==> config.mk <==
export PLATFORM = sky130hd
export DESIGN_NAME = control_fetch
export DESIGN_NICKNAME = d
export VERILOG_FILES = /design/src/rtl/control_fetch.sv
export SDC_FILE = /design/constraint.sdc
export NUM_CORES = 1
export LEC_CHECK = 0
export ABC_AREA = 1
export ABC_CLOCK_PERIOD_IN_PS = 2900
export CAP_MARGIN = 5
export CELL_PAD_IN_SITES_DETAIL_PLACEMENT = 0
export CELL_PAD_IN_SITES_GLOBAL_PLACEMENT = 1
export CORE_UTILIZATION = 37
export CTS_BUF_LIST = sky130_fd_sc_hd__clkbuf_2
export DETAILED_ROUTE_END_ITERATION = 8
export MAX_ROUTING_LAYER = met4
export PLACE_DENSITY_LB_ADDON = 0.1
export SLEW_MARGIN = 25
export SYNTH_ARGS = -nofsm -noshare
export SYNTH_HDL_FRONTEND = slang
export SYNTH_SLANG_ARGS = --single-unit
==> constraint.sdc <==
create_clock -name clk -period 2.9 [get_ports clk]
set_input_delay 0.87 -clock clk [delete_from_list [all_inputs] [get_ports clk]]
set_output_delay 0.87 -clock clk [all_outputs]
set_load 0.02 [all_outputs]
==> src/rtl/control_fetch.sv <==
// Instruction-fetch sequencer: jumps the PC to an algorithm base, fills the ROM, then free-runs
// until HALT or abort. Optional watchdog enabled by defining CONTROL_FETCH_WDT_EN.
module control_fetch #(
  parameter logic [3:0]  HALT_OPCODE = 4'hF,
  parameter int unsigned CNT_W       = 10,
  parameter int unsigned MAX_INSTR   = 1000
) (
  input  logic             clk,
  input  logic             rst_n,
  input  logic             start,
  input  logic [2:0]       alg_sel,
  input  logic             stall,
  input  logic             abort,
  input  logic [3:0]       opcode,
  output logic [2:0]       sel_dir,
  output logic             sel_pc,
  output logic             if_en,
  output logic             instr_valid,
  output logic             busy,
  output logic             done,
  output logic             error,
  output logic [CNT_W-1:0] instr_count
);

  typedef enum logic [2:0] {StIdle, StJump, StFill, StRun, StDone} state_e;

  state_e           state_q;
  logic [2:0]       sel_dir_q;
  logic             sel_pc_q;
  logic             busy_q;
  logic             done_q;
  logic             error_q;
  logic [CNT_W-1:0] count_q;
  logic             wdt_hit;

  // if_en and instr_valid must react to stall/abort/opcode in the same cycle.
  always_comb begin
    if_en       = 1'b0;
    instr_valid = 1'b0;
    case (state_q)
      StJump, StFill: if_en = ~abort;
      StRun: begin
        if (!abort && !stall && (opcode != HALT_OPCODE)) begin
          if_en       = 1'b1;
          instr_valid = 1'b1;
        end
      end
      default: ;
    endcase
  end

`ifdef CONTROL_FETCH_WDT_EN
  assign wdt_hit = instr_valid && (count_q == CNT_W'(MAX_INSTR - 1));
`else
  logic [31:0] unused_max_instr;
  assign unused_max_instr = 32'(MAX_INSTR);
  assign wdt_hit          = 1'b0;
`endif

  always_ff @(posedge clk or negedge rst_n) begin
    if (!rst_n) begin
      state_q   <= StIdle;
      sel_dir_q <= '0;
      sel_pc_q  <= 1'b0;
      busy_q    <= 1'b0;
      done_q    <= 1'b0;
      error_q   <= 1'b0;
      count_q   <= '0;
    end else begin
      sel_pc_q <= 1'b0;
      done_q   <= 1'b0;
      case (state_q)
        StIdle: begin
          if (start) begin
            sel_dir_q <= alg_sel;
            count_q   <= '0;
            error_q   <= 1'b0;
            busy_q    <= 1'b1;
            sel_pc_q  <= 1'b1;
            state_q   <= StJump;
          end
        end
        StJump, StFill: begin
          if (abort) begin
            done_q  <= 1'b1;
            state_q <= StDone;
          end else begin
            state_q <= (state_q == StJump) ? StFill : StRun;
          end
        end
        StRun: begin
          if (abort) begin
            done_q  <= 1'b1;
            state_q <= StDone;
          end else if (!stall) begin
            if (opcode == HALT_OPCODE) begin
              done_q  <= 1'b1;
              state_q <= StDone;
            end else begin
              count_q <= count_q + 1'b1;
              if (wdt_hit) begin
                error_q <= 1'b1;
                done_q  <= 1'b1;
                state_q <= StDone;
              end
            end
          end
        end
        StDone: begin
          busy_q  <= 1'b0;
          state_q <= StIdle;
        end
        default: state_q <= StIdle;
      endcase
    end
  end

  assign sel_dir     = sel_dir_q;
  assign sel_pc      = sel_pc_q;
  assign busy        = busy_q;
  assign done        = done_q;
  assign error       = error_q;
  assign instr_count = count_q;

endmodule

==> results.cfg <==
[outcome]
status = finished, final reports clean

[run]
maxCapViolCount = 0

[setup_path]
criticalPathCategory = input port to output port
critical_path_arrival_ps = 1920
endpoint_kind = output port
crit_start = opcode[1]
r2r_cells = 8
r2r_start = state_q[2]
r2r_slack_ps = 1370
reg2reg_to = instr_count[2]
cp.required_ps = 2030
path_max_fanout = 3
cp-start-kind = input port
cp-endpoint = if_en

[yosys]
synth_top_flop_cell = dfrtp_1
avgSynthCellArea_um2 = 7.159
ys_seq_elements = 19
synth_area_um2 = 1081
synth_edf_count = 0
postSynthCellCount = 151
seq_area_frac_synth_pct = 43.98
synth-warning-count = 0
synth_cell_types = 24
async_reset_ff_share_pct = 100.0
syn-num-nets = 164

[global_routing]
overflow = 0
grt_pass1_wl_um = 4098
use_met3_pct = 3.256
grtUsageMet2_pct = 27.55
antenna_found_initial = 0
grt_usage_pct = 17.20
busiest_layer = met2
grt_pass1_vias = 955
grt_max_degree = 20
grt_util_met1_pct = 21.43

[sta]
slew_violations = 0
min_period_over_period_pct = 96.08
finalHoldViolations = 0
setup_violations = 0
hold_slack_ps = 515.3
max_freq_ghz = 0.3589
final.min_clock_period_ps = 2786
clock-skew-final_ps = 14.74
rsz0062_at_grt = no
setup_tns_ps = 0

[routing]
dr_total_vias = 1049
wl_per_cell_um = 10.65
routed_wl_um = 2353
drc_errors = 0
dr.first_iter.drc_count = 26
viasPerCell = 4.747
antenna_left = 0
drtPass1Iterations = 4

[finish]
fin_area_um2 = 1471
mostFrequentLayoutCells = 58 x nand2_1, 26 x clkdlybuf4s50_1, 19 x dfrtp_1, 15 x inv_1, 14 x nand3_1
area_growth_pct = 36.11
final_common_cell = nand2_1
diodes = 0
fill_cells = 282
final_util_pct = 53.36
nets = 204
layout-drive-gt1-share_pct = 14.74

[pwr]
power_density_nw_per_um2 = 648.7
p_leak_nw = 0.7567
fin_total_pwr_w = 0.0009545
peakVddDrop_uv = 404.8

[cts]
h-tree-depth = 1
root_buffer = clkbuf_2
clkLatencyLatePin_ps = 320
clkSlewWorstSetupHoldPaths_ps = 200
cts_tree = built
clkSinkCount = 19
cts_buffers = 3
cts_hold_buf = 0
cts_max_path_buffers = 2

[placement]
place_hpwl_um = 1757
gp_congestion = 0.7592
dpl_cell_area_um2 = 1444
port_buffers = 29

[floorplan]
die_height_um = 56.05
rows = 19
core_um2 = 2758
io_pins = 31
die_area_um2 = 3142
start_util_pct = 39.20
die_x_um = 56.05

[hold_path]
worstHoldPathType = register to register
cell usage after synthesis (2+ instances only):
master,number,area (um2)
inv_1,15,56.30
nand2_2,3,18.77
o21ai_1,3,15.01
inv_2,5,18.77
nand3_1,14,70.07
nor2_2,2,12.51
nor2_4,2,22.52
o21bai_1,2,15.01
nand4_1,3,18.77
nor2_1,12,45.04
o21ai_0,2,10.01
nand2_1,58,217.7
dfrtp_1,19,475.5
metal layers:
metal,vias up,wire length (um)
met3,4,70
li1,549,-
met4,0,36
met2,19,1122
met1,477,1124
met5,-,0
worst max-delay path: stages:
cell and delay (ps):
clkdlybuf4s50_1 480, nand2_1 60, nor2_1 130, nor2_2 60
inv_2 90, o21ai_1 60, buf_4 160
power breakdown:
group | internal [W] | switching, W
combinational | 0.000191 | 0.000280
sequential | 0.000323 | 0.0000422
clock | 0.0000312 | 0.0000869
registers in the layout, summed over array words and instances, names as in the netlist:
signal	count
instr_count	10
sel_pc	1
sel_dir	3
done	1
state_q	3
busy	1
how the worst min path moves through the flow:
stage | from | end | slack [ps] | cells past startpoint
floorplan | state_q[2] | state_q[0] | 520 | 2
global placement | sel_dir[1] | sel_dir[1] | 470 | 2
detailed placement | sel_dir[2] | sel_dir[2] | 470 | 2
CTS | sel_dir[2] | sel_dir[2] | 520 | 2
global route | sel_dir[2] | sel_dir[2] | 540 | 2
finish | sel_dir[2] | sel_dir[2] | 520 | 2
logic make-up after synthesis:
kind of cell	after synthesis	share of synthesized area, %
DFF	19	43.98
adders and majority gates	1	1.157
xor gates and xnor gates	1	0.8103
other	1	0.3469
AOI/OAI and AO/OA	10	5.670
and+or+nand+nor	96	39.00
buffers and inverters	23	9.027
repair_timing:
item	in CTS	in global routing
setup endpoints to repair	2	2
resized for setup	8	4
cloned	0	0
pin swaps	0	2
setup buffers	0	1
final cells by class:
cell class,count,area [um2],share of cell area [%]
multi-input combinational,109,510.5,34.69
sequential,19,475.5,32.31
timing repair buffer,37,347.8,23.64
inverter,21,78.83,5.357
tap,31,38.79,2.636
clock buffer,3,15.01,1.020
clock inverter,1,5.005,0.3401
through the flow:
step	instances	setup WS, ps
3_5_place_dp	216	-392.5
4_1_cts	220	49.02
2_1_floorplan	151	487.5
3_3_place_gp	216	-370.5
5_1_grt	221	22.17
6_report	221	113.7
No activity file was read; power rests on OpenSTA's default activity.
